===== src/rtl/cic_decimator_n.sv =====
// cic_decimator_n: N-order CIC decimation filter for a 1-bit sigma-delta bitstream.
//
// Chain: ORDER pipelined integrators run on every enabled input cycle. A frame
// counter marks the decimation event. On that event ORDER comb stages produce
// the decimated sample.
//
// The decimation factor R is sampled from decimation_i at each frame start and
// clamped to 2..MAX_DECIMATION. cfg_err_o flags a clamped frame.
//
// All datapath arithmetic is modulo 2^REGISTER_WIDTH. The CIC wrap property
// keeps the result exact when REGISTER_WIDTH >= ORDER*ceil(log2(MAX_DECIMATION))+1.
//
// Optional build macro:
//   CIC_DECIMATOR_DEBUG_TAP_EN - adds debug_sel_i / debug_tap_o. These expose a
//   registered copy of one integrator (sel 0..3) or one comb delay (sel 4..7).
//   A stage index at or above ORDER reads 0. The filter behaviour is identical
//   whether the macro is defined or not.

module cic_decimator_n #(
    parameter int ORDER          = 3,
    parameter int REGISTER_WIDTH = 24,
    parameter int MAX_DECIMATION = 64,
    parameter int DEC_WIDTH      = 7
) (
    input  logic                      clk_i,
    input  logic                      rstn_i,
    input  logic                      enable_i,
    input  logic                      modulator_data_i,
    input  logic [DEC_WIDTH-1:0]      decimation_i,
`ifdef CIC_DECIMATOR_DEBUG_TAP_EN
    input  logic [2:0]                debug_sel_i,
    output logic [REGISTER_WIDTH-1:0] debug_tap_o,
`endif
    output logic [REGISTER_WIDTH-1:0] cic_data_o,
    output logic                      cic_valid_o,
    output logic                      cic_clk_o,
    output logic                      cfg_err_o
);

    localparam int W = REGISTER_WIDTH;
    localparam logic [DEC_WIDTH-1:0] MAX_DEC = DEC_WIDTH'(MAX_DECIMATION);
    localparam logic [DEC_WIDTH-1:0] MIN_DEC = DEC_WIDTH'(2);
    localparam logic [DEC_WIDTH-1:0] ONE_DEC = DEC_WIDTH'(1);

    // ------------------------------------------------------------------
    // State
    // ------------------------------------------------------------------
    logic [W-1:0]         integ_reg [ORDER];
    logic [W-1:0]         integ_next [ORDER];
    logic [W-1:0]         dly_reg [ORDER];
    logic [W-1:0]         comb_c [ORDER+1];

    logic [DEC_WIDTH-1:0] cnt_reg;
    logic [DEC_WIDTH-1:0] cnt_next;
    logic [DEC_WIDTH-1:0] r_act_reg;
    logic                 cfg_err_reg;

    logic [W-1:0]         data_reg;
    logic                 valid_reg;
    logic                 dclk_reg;

    // ------------------------------------------------------------------
    // Frame control signals
    // ------------------------------------------------------------------
    logic [DEC_WIDTH-1:0] r_clamped;
    logic                 clamp_err;
    logic                 frame_start;
    logic [DEC_WIDTH-1:0] r_eff;
    logic                 frame_last;
    logic                 dclk_next;
    logic                 dec_event;

    // Clamp the requested factor into the supported range 2..MAX_DECIMATION.
    always_comb begin
        r_clamped = decimation_i;
        clamp_err = 1'b0;
        if (decimation_i < MIN_DEC) begin
            r_clamped = MIN_DEC;
            clamp_err = 1'b1;
        end else if (decimation_i > MAX_DEC) begin
            r_clamped = MAX_DEC;
            clamp_err = 1'b1;
        end
    end

    // The factor loaded at frame start already governs the first cycle of the
    // frame. The counter wrap and the decimated clock therefore use it
    // immediately, not one cycle later.
    always_comb begin
        frame_start = (cnt_reg == '0);
        r_eff       = frame_start ? r_clamped : r_act_reg;
        frame_last  = (cnt_reg == (r_eff - ONE_DEC));
        cnt_next    = frame_last ? '0 : (cnt_reg + ONE_DEC);
        dclk_next   = (cnt_next < (r_eff >> 1));
        dec_event   = enable_i && frame_last;
    end

    // Integrator chain: each stage accumulates the previous stage's registered
    // value. This makes the chain pipelined, with no long carry path through
    // all stages.
    always_comb begin
        integ_next[0] = integ_reg[0] + W'(modulator_data_i);
        for (int k = 1; k < ORDER; k++) begin
            integ_next[k] = integ_reg[k] + integ_reg[k-1];
        end
    end

    // Comb chain: a combinational cascade of differences against the delays
    // captured at the previous decimation event.
    always_comb begin
        comb_c[0] = integ_reg[ORDER-1];
        for (int k = 0; k < ORDER; k++) begin
            comb_c[k+1] = comb_c[k] - dly_reg[k];
        end
    end

    // Integrators advance on every enabled cycle.
    always_ff @(posedge clk_i or negedge rstn_i) begin
        if (!rstn_i) begin
            for (int k = 0; k < ORDER; k++) begin
                integ_reg[k] <= '0;
            end
        end else if (enable_i) begin
            for (int k = 0; k < ORDER; k++) begin
                integ_reg[k] <= integ_next[k];
            end
        end
    end

    // Comb delays capture their stage inputs only on a decimation event.
    always_ff @(posedge clk_i or negedge rstn_i) begin
        if (!rstn_i) begin
            for (int k = 0; k < ORDER; k++) begin
                dly_reg[k] <= '0;
            end
        end else if (dec_event) begin
            for (int k = 0; k < ORDER; k++) begin
                dly_reg[k] <= comb_c[k];
            end
        end
    end

    // Frame counter, factor latch and decimated clock. All of these hold
    // while enable_i is low.
    always_ff @(posedge clk_i or negedge rstn_i) begin
        if (!rstn_i) begin
            cnt_reg     <= '0;
            r_act_reg   <= MAX_DEC;
            cfg_err_reg <= 1'b0;
            dclk_reg    <= 1'b0;
        end else if (enable_i) begin
            cnt_reg  <= cnt_next;
            dclk_reg <= dclk_next;
            if (frame_start) begin
                r_act_reg   <= r_clamped;
                cfg_err_reg <= clamp_err;
            end
        end
    end

    // Output sample and its one-cycle strobe. The strobe defaults low every
    // cycle, so a stalled event cycle cannot repeat a pulse.
    always_ff @(posedge clk_i or negedge rstn_i) begin
        if (!rstn_i) begin
            data_reg  <= '0;
            valid_reg <= 1'b0;
        end else begin
            valid_reg <= 1'b0;
            if (dec_event) begin
                data_reg  <= comb_c[ORDER];
                valid_reg <= 1'b1;
            end
        end
    end

    assign cic_data_o  = data_reg;
    assign cic_valid_o = valid_reg;
    assign cic_clk_o   = dclk_reg;
    assign cfg_err_o   = cfg_err_reg;

`ifdef CIC_DECIMATOR_DEBUG_TAP_EN
    // Debug tap: pad both stage arrays to four entries so that every selector
    // value is defined. Stages that do not exist read as zero.
    logic [W-1:0] int_pad [4];
    logic [W-1:0] dly_pad [4];
    logic [W-1:0] tap_next;
    logic [W-1:0] tap_reg;

    for (genvar gi = 0; gi < 4; gi++) begin : g_tap_pad
        if (gi < ORDER) begin : g_live
            assign int_pad[gi] = integ_reg[gi];
            assign dly_pad[gi] = dly_reg[gi];
        end else begin : g_absent
            assign int_pad[gi] = '0;
            assign dly_pad[gi] = '0;
        end
    end

    // Select the tapped stage: bit 2 chooses the delays, the low bits the stage.
    always_comb begin
        tap_next = int_pad[debug_sel_i[1:0]];
        if (debug_sel_i[2]) begin
            tap_next = dly_pad[debug_sel_i[1:0]];
        end
    end

    // The tap register runs every cycle, independent of enable_i.
    always_ff @(posedge clk_i or negedge rstn_i) begin
        if (!rstn_i) begin
            tap_reg <= '0;
        end else begin
            tap_reg <= tap_next;
        end
    end

    assign debug_tap_o = tap_reg;
`endif

endmodule


===== config.mk =====
export PLATFORM = sky130hd
export DESIGN_NAME = cic_decimator_n
export DESIGN_NICKNAME = d
export VERILOG_FILES = /design/src/rtl/cic_decimator_n.sv
export SDC_FILE = /design/constraint.sdc
export NUM_CORES = 1
export LEC_CHECK = 0
export BUFFER_PORTS_ARGS = -buffer_cell sky130_fd_sc_hd__buf_4
export CORE_UTILIZATION = 69
export DETAILED_ROUTE_END_ITERATION = 7
export PLACE_DENSITY = 0.87
export RECOVER_POWER = 50
export SYNTH_ARGS = -nofsm -noshare
export SYNTH_HDL_FRONTEND = slang
export SYNTH_SLANG_ARGS = --single-unit
export TNS_END_PERCENT = 30

===== constraint.sdc =====
create_clock -name clk_i -period 8.7 [get_ports clk_i]
set_input_delay 1.74 -clock clk_i [delete_from_list [all_inputs] [get_ports clk_i]]
set_output_delay 1.74 -clock clk_i [all_outputs]
set_load 0.01 [all_outputs]

==> impl_summary.txt, run 1 <==
----------------------------------------------------
[Outcome]
  Status ... complete, but fails checks
  Violated checks ... capacitance limit, slew limit

[Clocking]
  Number of sinks on the clock net ... 185
  Clk root buf ... sky130_fd_sc_hd__clkbuf_16
  Inserted Clock Buffers ... 17
  Clock transition at path regs ... 0.07 ns
  Max Buffers Root-to-Sink ... 2
  Clock tree from TritonCTS ... yes
  Worst skew pair latency ... 0.45 ns
  Max H-tree Level ... 4
  CTS Hold Buffers Added ... 0
  Post-CTS sizing ... 0
  Buffer count from post-CTS setup fixing ... 0

[Floorplan]
  Cell row count ... 50
  Vert. Die Dim ... 141 um
  Initial core utilization ... 71.0%
  I/O pin count ... 38
  Full die area ... 20000 um^2
  Core Area ... 18900 um^2
  Floorplan die width ... 141 um

[Synth]
  Top cell type by total area after synthesis ... sky130_fd_sc_hd__dfrtp_1
  Yosys cell types ... 83
  Synth cell count leaders ... sky130_fd_sc_hd__dfrtp_1, sky130_fd_sc_hd__ha_1, sky130_fd_sc_hd__o21ai_0
  Most used flip-flop cell after synthesis ... sky130_fd_sc_hd__dfrtp_1
  Most instantiated library cell after synthesis ... sky130_fd_sc_hd__dfrtp_1
  Count of flip-flops with a built-in enable after synthesis ... 0
  Mean area per synthesized cell ... 9.17 um^2
  Sequential element share of the synthesized area ... 34.5%
  Synthesized netlist cell count ... 1463
  Async set or reset register ratio after synthesis ... 100%
  Fraction of post-synthesis cell area in the top cell type by area ... 34.3%
  Yosys warning total ... 0
  Number of nets in the synthesized netlist ... 1604
  Yosys reg bits ... 185
  Leading post-synthesis cells by cell area ... sky130_fd_sc_hd__dfrtp_1, sky130_fd_sc_hd__ha_1, sky130_fd_sc_hd__xnor2_1, sky130_fd_sc_hd__o21ai_0, sky130_fd_sc_hd__mux2_2
  Netlist area before placement ... 13400 um^2

[Placed design]
  Final weighted congestion in routability-driven placement ... 0.955
  Number of buffers inserted by port buffering ... 37
  Cells after DPL ... 1719
  Final HPWL from detailed placement ... 19100 um

[Critical path]
  Slowest Stage Delay on Critical Path ... 2.60 ns
  Max Fanout on Critical Path ... 77
  Max stage delay cell, worst path ... sky130_fd_sc_hd__clkbuf_1
  CP cell instances ... clkbuf_1 > clkbuf_1 > nand2_2 > inv_4 > mux2_2
  Critical setup path kind ... input pin to register
  Cell family with most CP delay ... buffers and inverters
  Data required, critical path ... 9.03 ns
  Worst Setup End Kind ... register
  Arrival time reported for the critical path endpoint ... 6.85 ns
  Kind of launch point of the worst setup path ... input pin
  Critical path buffer and inverter count ... 3
  Cell type with the highest occurrence count on the critical path ... sky130_fd_sc_hd__clkbuf_1

[Global route]
  GRT busiest layer ... met2
  Antenna violations before repair ... 0
  Remaining Overflow, GRT ... 0
  Number of global-route vias before repair ... 10400
  Met3 capacity usage during global routing ... 3.98%
  Pin count of the biggest net entering global routing ... 116
  Global-route wire length before repair ... 46700 um
  Global-route met1 utilization ... 35.9%
  Overall fraction of global-route tracks in use ... 28.5%
  Global Route met2 Usage ... 49.9%

[Final layout]
  Utilization of the core after routing ... 75.7%
  Total area of multi-input combinational cells ... 8150 um^2
  Max FFs per register ... 72
  Number of cells in the finished layout apart from fillers ... 1751
  Fraction of final layout cells with drive strength greater than 1 ... 8.85%
  Combined flip-flop and latch cell area ... 4630 um^2
  Net total in the final layout ... 1619
  Antenna Cells ... 0
  Fillcell total ... 1355
  Area growth, synth to finish ... 6.65%

[Timing]
  Worst relative slew slack ... -148%
  Final hold viol count ... 0
  Max Clock Skew ... 0.0170 ns
  Actual transition at the worst max-transition pin ... 3.71 ns
  Crit path time final ... 6.53 ns
  Setup Viol. Count Final ... 0
  Final-layout setup total negative slack ... 0 ns
  Max frequency ... 153 MHz
  RSZ-0062 raised after global routing ... no
  Hold WS ... 0.474 ns
  Final worst-path cycle share ... 75.0%
  Max-slew violation count ... 184

[Detailed routing]
  DR vias ... 10600
  Number of design rule violations left after detail routing ... 0
  TritonRoute pass-1 iters ... 5
  Final wirelength ... 27400 um
  Post-DR vias/cell ... 6.07
  Count of routing violations after the opening detailed-route iteration ... 704
  Number of routed nets with antenna violations ... 0
  Routed length per placed instance ... 15.6 um

[Run]
  Reported max-cap violation count ... 3

[Worst hold path]
  Worst min-delay path category ... register to register

----------------------------------------------------
## kinds of logic after synthesis
group | after synthesis | synth area share [%]
DFF | 185 | 34.5
and+or+nand+nor | 409 | 15.2
adders and majority gates | 130 | 12.4
muxes | 71 | 6.34
xor gates and xnor gates | 121 | 7.90
AOI/OAI and AO/OA | 392 | 18.8
buffers and inverters | 155 | 4.78
## layout by cell type (no fill, tap or decap), drive strengths merged, types with 10 or more instances in the layout
| cell type | n |
|---|---|
| or3 | 11 |
| clkbuf | 48 |
| nand2 | 106 |
| nor2b | 19 |
| mux2 | 61 |
| nand4 | 14 |
| a21oi | 82 |
| o21a | 26 |
| a211oi | 11 |
| xor2 | 43 |
| ha | 125 |
| a31oi | 12 |
| a21o | 48 |
| o21ai | 123 |
| nand3 | 72 |
| mux2i | 10 |
| buf | 10 |
| nor2 | 88 |
| o31ai | 14 |
| xnor2 | 78 |
| inv | 118 |
| dfrtp | 184 |
| and3 | 13 |
| nor3 | 33 |
## tightest hold or removal path, cell delays in order, from the launching register on
cell and delay (ns):
sky130_fd_sc_hd__dfrtp_1 0.34, sky130_fd_sc_hd__nand2_1 0.04, sky130_fd_sc_hd__o21ai_0 0.05
## final cells by class
type                    count  share of cell area (%)
flip-flops and latches    185                    32.4
clock inverters            15                    1.12
inverters                 110                    2.90
repair buffers             41                    1.41
well taps                 260                    2.27
multi-input cells        1123                    57.0
clock buffers              17                    2.97
## worst paths after layout
| check | startpoint | end | slack [ns] | cells past startpoint |
|---|---|---|---|---|
| max | enable_i | dly_reg[37] | 2.17 | 5 |
| min | cic_data_o[15] | cic_data_o[15] | 0.47 | 2 |
| max reg2reg | dly_reg[49] | cic_data_o[23] | 2.29 | 27 |
| min reg2reg | cic_data_o[15] | cic_data_o[15] | 0.47 | 2 |
| max in group asynchronous | rstn_i | dly_reg[70] | 3.23 | 2 |
| min in group asynchronous | rstn_i | cic_data_o[2] | 1.38 | 1 |
## through the flow
step                setup slack (ns)  instance area (um^2)
finish                          2.17                 14300
floorplan                       3.21                 13400
global route                    1.85                 14300
detailed placement              2.47                 13800
global placement                2.75                 13800
CTS                             2.39                 14400
## layer usage
metal,share of wire (%),up-vias
met5,0,-
li1,-,5275
met4,2.0,0
met3,3.8,53
met2,48,248
met1,46,5054
Power of run 1 is not shown: default switching activity piles up to over one toggle a cycle in this logic, so the estimate is an artifact.
==> run 2, diff against run 1 <==
--- a/config.mk
+++ b/config.mk
@@ -5,10 +5,11 @@
 export SDC_FILE = /design/constraint.sdc
 export NUM_CORES = 1
 export LEC_CHECK = 0
+export ABC_AREA = 1
 export BUFFER_PORTS_ARGS = -buffer_cell sky130_fd_sc_hd__buf_4
-export CORE_UTILIZATION = 69
+export CORE_UTILIZATION = 58
 export DETAILED_ROUTE_END_ITERATION = 7
-export PLACE_DENSITY = 0.87
+export PLACE_DENSITY = 0.78
 export RECOVER_POWER = 50
 export SYNTH_ARGS = -nofsm -noshare
 export SYNTH_HDL_FRONTEND = slang
==> constraint.sdc (replaced) <==
create_clock -name clk_i -period 5.7 [get_ports clk_i]
set_input_delay 1.14 -clock clk_i [delete_from_list [all_inputs] [get_ports clk_i]]
set_output_delay 1.14 -clock clk_i [all_outputs]
set_load 0.01 [all_outputs]
==> impl_summary.txt, run 2 <==
----------------------------------------------------
[Clocking]
  Clk root buf ... sky130_fd_sc_hd__clkbuf_16 (unchanged)
  Max H-tree Level ... 4 (unchanged)
  Inserted Clock Buffers ... 17 (unchanged)
  Number of sinks on the clock net ... 185 (unchanged)
  Clock tree from TritonCTS ... yes (unchanged)
  Worst skew pair latency ... 0.44 ns (was 0.45 ns)
  Max Buffers Root-to-Sink ... 2 (unchanged)
  CTS Hold Buffers Added ... 0 (unchanged)
  Clock transition at path regs ... 0.08 ns (was 0.07 ns)

[Timing]
  RSZ-0062 raised after global routing ... no (unchanged)
  Max-slew violation count ... 214 (was 184)
  Actual transition at the worst max-transition pin ... 3.89 ns (was 3.71 ns)
  Final-layout setup total negative slack ... 0 ns (unchanged)
  Setup Viol. Count Final ... 0 (unchanged)
  Max frequency ... 192 MHz
  Worst relative slew slack ... -160% (was -148%)
  Crit path time final ... 5.20 ns
  Max Clock Skew ... 0.0145 ns (was 0.0170 ns)
  Final worst-path cycle share ... 91.2%
  Final hold viol count ... 0 (unchanged)

[Synth]
  Yosys cell types ... 48 (was 83)
  Top cell type by total area after synthesis ... sky130_fd_sc_hd__dfrtp_1 (unchanged)
  Leading post-synthesis cells by cell area ... sky130_fd_sc_hd__dfrtp_1, sky130_fd_sc_hd__ha_1, sky130_fd_sc_hd__nand2_1, sky130_fd_sc_hd__inv_1, sky130_fd_sc_hd__a21oi_1 (was sky130_fd_sc_hd__dfrtp_1, sky130_fd_sc_hd__ha_1, sky130_fd_sc_hd__xnor2_1, sky130_fd_sc_hd__o21ai_0, sky130_fd_sc_hd__mux2_2)
  Fraction of post-synthesis cell area in the top cell type by area ... 34.8% (was 34.3%)
  Count of flip-flops with a built-in enable after synthesis ... 0 (unchanged)
  Synthesized netlist cell count ... 1708 (was 1463)
  Yosys reg bits ... 185 (unchanged)
  Sequential element share of the synthesized area ... 35.0% (was 34.5%)
  Mean area per synthesized cell ... 7.75 um^2 (was 9.17 um^2)
  Synth cell count leaders ... sky130_fd_sc_hd__nand2_1, sky130_fd_sc_hd__dfrtp_1, sky130_fd_sc_hd__inv_1 (was sky130_fd_sc_hd__dfrtp_1, sky130_fd_sc_hd__ha_1, sky130_fd_sc_hd__o21ai_0)
  Most instantiated library cell after synthesis ... sky130_fd_sc_hd__nand2_1 (was sky130_fd_sc_hd__dfrtp_1)
  Async set or reset register ratio after synthesis ... 100% (unchanged)
  Number of nets in the synthesized netlist ... 1849 (was 1604)
  Netlist area before placement ... 13200 um^2 (was 13400 um^2)
  Most used flip-flop cell after synthesis ... sky130_fd_sc_hd__dfrtp_1 (unchanged)
  Yosys warning total ... 0 (unchanged)

[Final layout]
  Most common cell after layout, fill and taps aside ... sky130_fd_sc_hd__nand2_1 (was sky130_fd_sc_hd__dfrtp_1)
  Fraction of final layout cells with drive strength greater than 1 ... 7.49% (was 8.85%)
  Net total in the final layout ... 1878 (was 1619)
  Max FFs per register ... 72 (unchanged)
  Commonest cells after routing, fill and taps aside ... sky130_fd_sc_hd__nand2_1, sky130_fd_sc_hd__dfrtp_1, sky130_fd_sc_hd__inv_1 (was sky130_fd_sc_hd__dfrtp_1, sky130_fd_sc_hd__ha_1, sky130_fd_sc_hd__o21ai_0)
  Area growth, synth to finish ... 8.15% (was 6.65%)
  Fillcell total ... 1897 (was 1355)
  Antenna Cells ... 0 (unchanged)

[Detailed routing]
  Post-DR vias/cell ... 5.58 (was 6.07)
  Final wirelength ... 29000 um (was 27400 um)
  TritonRoute pass-1 iters ... 6 (was 5)
  DR vias ... 11300 (was 10600)
  Number of routed nets with antenna violations ... 0 (unchanged)
  Routed length per placed instance ... 14.3 um (was 15.6 um)
  Number of design rule violations left after detail routing ... 0 (unchanged)
  Count of routing violations after the opening detailed-route iteration ... 590 (was 704)

[Floorplan]
  Full die area ... 23400 um^2 (was 20000 um^2)
  Floorplan die width ... 153 um (was 141 um)
  Cell row count ... 54 (was 50)
  Initial core utilization ... 59.9% (was 71.0%)
  I/O pin count ... 38 (unchanged)
  Vert. Die Dim ... 153 um (was 141 um)
  Core Area ... 22100 um^2 (was 18900 um^2)

[Critical path]
  Max stage delay cell, worst path ... sky130_fd_sc_hd__fa_1 (was sky130_fd_sc_hd__clkbuf_1)
  Critical setup path kind ... register to register (was input pin to register)
  Cell count of the worst reg-to-reg path ... 25 (was 27)
  Max Fanout on Critical Path ... 5 (was 77)
  Arrival time reported for the critical path endpoint ... 5.50 ns (was 6.85 ns)
  Slowest Stage Delay on Critical Path ... 0.42 ns (was 2.60 ns)
  Kind of launch point of the worst setup path ... register (was input pin)
  Worst Setup End Kind ... register (unchanged)
  Worst reg-to-reg setup slack ... 0.50 ns (was 2.29 ns)
  Data required, critical path ... 6.00 ns (was 9.03 ns)
  Crit Reg-Reg Startpoint ... comb_c[72] (was dly_reg[49])
  Capture point of the worst reg-to-reg path ... cic_data_o[22] (was cic_data_o[23])

[Worst hold path]
  End of the worst hold path ... cic_data_o[1] (was cic_data_o[15])
  Worst min-delay path category ... register to register (unchanged)
  Launch instance of the worst min-delay path ... cic_data_o[1] (was cic_data_o[15])
  Number of cells traversed by the worst hold path ... 2 (unchanged)

[Run]
  Reported max-cap violation count ... 3 (unchanged)

[Global route]
  Remaining Overflow, GRT ... 0 (unchanged)
  Pin count of the biggest net entering global routing ... 103 (was 116)
  Overall fraction of global-route tracks in use ... 26.1% (was 28.5%)
  Global-route wire length before repair ... 50700 um (was 46700 um)
  Antenna violations before repair ... 0 (unchanged)
  Number of global-route vias before repair ... 10800 (was 10400)

[Outcome]
  Violated checks ... capacitance limit, slew limit (unchanged)
  Status ... complete, but fails checks (unchanged)

[Placed design]
  Final HPWL from detailed placement ... 22300 um (was 19100 um)
  Number of buffers inserted by port buffering ... 37 (unchanged)
  Final weighted congestion in routability-driven placement ... 0.877 (was 0.955)

----------------------------------------------------
## run 2: worst max-delay path by stage
stage,end,cells past startpoint,from
after floorplan,cic_data_o[22],23,dly_reg[48]
after global placement,cic_data_o[23],26,comb_c[72]
after detailed placement,cic_data_o[22],25,comb_c[72]
after CTS,cic_data_o[22],25,comb_c[72]
after global routing,cic_data_o[22],25,comb_c[72]
final,cic_data_o[22],25,comb_c[72]
## run 2: area by class of cell
type | instances | area (um^2) | area share (%)
clock buffer | 18 | 439 | 3.07
sequential | 185 | 4630 | 32.4
multi-input combinational | 1304 | 7680 | 53.7
tap | 280 | 350 | 2.45
clock inverter | 14 | 179 | 1.25
timing repair buffer | 44 | 335 | 2.34
inverter | 185 | 694 | 4.85
## run 2: stage by stage
| stage | utilization [%] | hold WS [ns] | setup WS (ns) | instance area (um^2) | std cells |
|---|---|---|---|---|---|
| after floorplan | - | 0.453 | 0.972 | 13200 | 1708 |
| after CTS | 64.8 | 0.489 | 0.432 | 14300 | 2030 |
| after detailed placement | 62.0 | 0.469 | 0.474 | 13700 | 1998 |
| after global routing | 64.8 | 0.498 | 0.00555 | 14300 | 2030 |
| after global placement | 62.0 | 0.462 | 0.689 | 13700 | 1998 |
| final | 64.8 | 0.490 | 0.500 | 14300 | 2030 |
## run 2: metal layers
| layer | up-vias | track usage [%] | share of wire [%] |
|---|---|---|---|
| met4 | 0 | 6.11 | 1.1 |
| li1 | 5776 | - | - |
| met3 | 29 | 4.11 | 3.2 |
| met1 | 5333 | 36.2 | 49 |
| met2 | 188 | 42.9 | 47 |
| met5 | - | 0 | 0 |
## run 2: cell families (layout without fill, tap and decap cells)
kind of cell | after synthesis | in the layout | share of synthesized area [%]
and+or+nand+nor | 662 | 662 | 21.4
DFF | 185 | 185 | 35.0
buffers and inverters | 219 | 261 | 6.95
adders and majority gates | 130 | 130 | 12.6
xor gates and xnor gates | 111 | 111 | 7.35
AOI/OAI and AO/OA | 401 | 401 | 16.7
## run 2: critical path: cells and delay by family (launching register included)
kind | cells | cell delay (ns)
AOI/OAI and AO/OA | 7 | 1.15
xor gates and xnor gates | 3 | 0.46
adders and majority gates | 4 | 1.36
buffers and inverters | 2 | 0.25
DFF | 1 | 0.36
and+or+nand+nor | 9 | 1.47
## run 2: timing repair
item	4_1_cts	5_1_grt
gates resized for setup	0	1
setup buffers	0	0
endpoints found under the setup margin	0	2
Power of run 2 is left out for the same reason.
==> run 3, diff against run 2 <==
--- a/config.mk
+++ b/config.mk
@@ -7,9 +7,9 @@
 export LEC_CHECK = 0
 export ABC_AREA = 1
 export BUFFER_PORTS_ARGS = -buffer_cell sky130_fd_sc_hd__buf_4
-export CORE_UTILIZATION = 58
+export CORE_UTILIZATION = 30
 export DETAILED_ROUTE_END_ITERATION = 7
-export PLACE_DENSITY = 0.78
+export MAX_ROUTING_LAYER = met4
 export RECOVER_POWER = 50
 export SYNTH_ARGS = -nofsm -noshare
 export SYNTH_HDL_FRONTEND = slang
==> constraint.sdc (replaced) <==
create_clock -name clk_i -period 5.9 [get_ports clk_i]
set_input_delay 1.18 -clock clk_i [delete_from_list [all_inputs] [get_ports clk_i]]
set_output_delay 1.18 -clock clk_i [all_outputs]
set_load 0.01 [all_outputs]
==> impl_summary.txt, run 3 (synthesis gave the netlist of run 2 again) <==
----------------------------------------------------
[Critical path]
  Beginning of the critical path ... comb_c[72] (unchanged)
  Kind of launch point of the worst setup path ... register (unchanged)
  Crit Reg-Reg Startpoint ... comb_c[72] (unchanged)
  Cell count of the worst reg-to-reg path ... 25 (unchanged)
  Critical path buffer and inverter count ... 2 (unchanged)
  Slowest Stage Delay on Critical Path ... 0.41 ns (was 0.42 ns)
  Max Fanout on Critical Path ... 6 (was 5)
  Cell depth of the worst setup path ... 25 (unchanged)
  Worst reg-to-reg setup slack ... 0.46 ns (was 0.50 ns)
  Cell family with most CP delay ... compound AO/OA/AOI/OAI gates (was simple AND/OR/NAND/NOR gates)
  Capture point of the worst path ... cic_data_o[21] (was cic_data_o[22])
  Arrival time reported for the critical path endpoint ... 5.74 ns (was 5.50 ns)
  Max stage delay cell, worst path ... sky130_fd_sc_hd__fa_1 (unchanged)
  Cell type with the highest occurrence count on the critical path ... sky130_fd_sc_hd__o21ai_0
  Data required, critical path ... 6.21 ns (was 6.00 ns)
  Capture point of the worst reg-to-reg path ... cic_data_o[21] (was cic_data_o[22])
  Critical setup path kind ... register to register (unchanged)
  Worst Setup End Kind ... register (unchanged)

[Detailed routing]
  TritonRoute pass-1 iters ... 5 (was 6)
  Number of routed nets with antenna violations ... 0 (unchanged)
  Post-DR vias/cell ... 4.71 (was 5.58)
  Number of design rule violations left after detail routing ... 0 (unchanged)
  Count of routing violations after the opening detailed-route iteration ... 515 (was 590)
  DR vias ... 11000 (was 11300)
  Routed length per placed instance ... 12.6 um (was 14.3 um)
  Final wirelength ... 29400 um (was 29000 um)

[Outcome]
  Status ... complete, but fails checks (unchanged)
  Violated checks ... capacitance limit, slew limit (unchanged)

[Timing]
  Final worst-path cycle share ... 92.1% (was 91.2%)
  Actual transition at the worst max-transition pin ... 2.91 ns (was 3.89 ns)
  Worst relative slew slack ... -93.7% (was -160%)
  Crit path time final ... 5.44 ns (was 5.20 ns)
  Setup Viol. Count Final ... 0 (unchanged)
  Max frequency ... 184 MHz (was 192 MHz)
  Final hold viol count ... 0 (unchanged)
  Max-slew violation count ... 164 (was 214)
  RSZ-0062 raised after global routing ... no (unchanged)
  Max Clock Skew ... 0.0152 ns (was 0.0145 ns)
  Final-layout setup total negative slack ... 0 ns (unchanged)

[Clocking]
  CTS Hold Buffers Added ... 0 (unchanged)
  Clock transition at path regs ... 0.08 ns (about the same)
  Worst skew pair latency ... 0.46 ns (was 0.44 ns)
  Post-CTS sizing ... 0 (unchanged)
  Max Buffers Root-to-Sink ... 2 (unchanged)
  Clock tree from TritonCTS ... yes (unchanged)
  Clk root buf ... sky130_fd_sc_hd__clkbuf_16 (unchanged)
  Inserted Clock Buffers ... 17 (unchanged)
  Buffer count from post-CTS setup fixing ... 0 (unchanged)
  Max H-tree Level ... 4 (unchanged)
  Number of sinks on the clock net ... 185 (unchanged)

[Worst hold path]
  Worst min-delay path category ... register to register (unchanged)
  Launch instance of the worst min-delay path ... cic_data_o[1] (unchanged)

[Global route]
  Number of global-route vias before repair ... 10600 (was 10800)
  Remaining Overflow, GRT ... 0 (unchanged)
  Pin count of the biggest net entering global routing ... 116 (was 103)
  Antenna violations before repair ... 0 (unchanged)
  Overall fraction of global-route tracks in use ... 14.1% (was 26.1%)
  Global-route wire length before repair ... 50300 um (was 50700 um)

[Final layout]
  Fillcell total ... 4671 (was 1897)
  Max FFs per register ... 72 (unchanged)
  Commonest cells after routing, fill and taps aside ... sky130_fd_sc_hd__nand2_1, sky130_fd_sc_hd__dfrtp_1, sky130_fd_sc_hd__inv_1 (unchanged)
  Net total in the final layout ... 1877 (was 1878)
  Antenna Cells ... 0 (unchanged)
  Most common cell after layout, fill and taps aside ... sky130_fd_sc_hd__nand2_1 (unchanged)
  Fraction of final layout cells with drive strength greater than 1 ... 5.83% (was 7.49%)
  Combined flip-flop and latch cell area ... 4630 um^2 (unchanged)
  Total area of multi-input combinational cells ... 7680 um^2 (unchanged)
  Area growth, synth to finish ... 10.1% (was 8.15%)

[Floorplan]
  Vert. Die Dim ... 212 um (was 153 um)
  Initial core utilization ... 30.6% (was 59.9%)
  I/O pin count ... 38 (unchanged)
  Floorplan die width ... 212 um (was 153 um)
  Core Area ... 43300 um^2 (was 22100 um^2)
  Full die area ... 45000 um^2 (was 23400 um^2)
  Cell row count ... 76 (was 54)

[Placed design]
  Final HPWL from detailed placement ... 22700 um (was 22300 um)
  Number of buffers inserted by port buffering ... 37 (unchanged)
  Final weighted congestion in routability-driven placement ... 0.899 (was 0.877)

[Run]
  Reported max-cap violation count ... 2 (was 3)

----------------------------------------------------
run 3: cell types whose count changed in the layout (fill, tap and decap cells not counted), moves of 2 or more:
| cell | change |
|---|---|
| sky130_fd_sc_hd__inv_8 | -4 |
| sky130_fd_sc_hd__clkinv_2 | +2 |
| sky130_fd_sc_hd__clkbuf_1 | +29 |
| sky130_fd_sc_hd__bufinv_16 | +2 |
| sky130_fd_sc_hd__buf_4 | -28 |
| sky130_fd_sc_hd__clkbuf_2 | +2 |
| sky130_fd_sc_hd__inv_6 | -3 |
run 3: per-stage QoR:
step | hold slack (ns) | instances | worst slack [ns] | area (um^2) | utilization [%]
finish | 0.472 | 2334 | 0.464 | 14600 | 33.7
global route | 0.487 | 2334 | 0.0549 | 14600 | 33.7
CTS | 0.479 | 2334 | 0.493 | 14700 | 34.0
detailed placement | 0.462 | 2302 | 0.551 | 14100 | 32.5
global placement | 0.460 | 2302 | 0.614 | 14100 | 32.5
floorplan | 0.453 | 1708 | 1.17 | 13200 | -
run 3: area by class of cell:
class                   count  area share [%]
clock buffers              21            3.16
clock inverters            11            1.16
inverters                 185            4.76
multi-input cells        1304            52.7
flip-flops and latches    185            31.8
well taps                 585            5.02
repair buffers             43            1.42
run 3: per-layer routing:
metal / up-vias / GRT usage (%) / wire length [um]
met1: 5048 / 18.6 / 15000
li1: 5797 / - / -
met4: 0 / 4.07 / 507
met2: 116 / 22.2 / 13100
met5: - / - / 0
met3: 31 / 2.26 / 748
run 3: worst min-delay path by stage:
stage / to / slack [ns] / depth (start not counted)
3_3_place_gp: cic_data_o[1] / 0.46 / 2
4_1_cts: cic_data_o[1] / 0.48 / 2
3_5_place_dp: cic_data_o[1] / 0.46 / 2
5_1_grt: cic_clk_o / 0.49 / 2
2_1_floorplan: r_act_reg[0] / 0.45 / 2
6_report: cic_data_o[1] / 0.47 / 2
run 3: tightest hold or removal path: stages (launching register included):
cell	delay [ns]
sky130_fd_sc_hd__dfrtp_1	0.35
sky130_fd_sc_hd__nand2_1	0.05
sky130_fd_sc_hd__nand2_1	0.04
Power of run 3 is left out for the same reason.
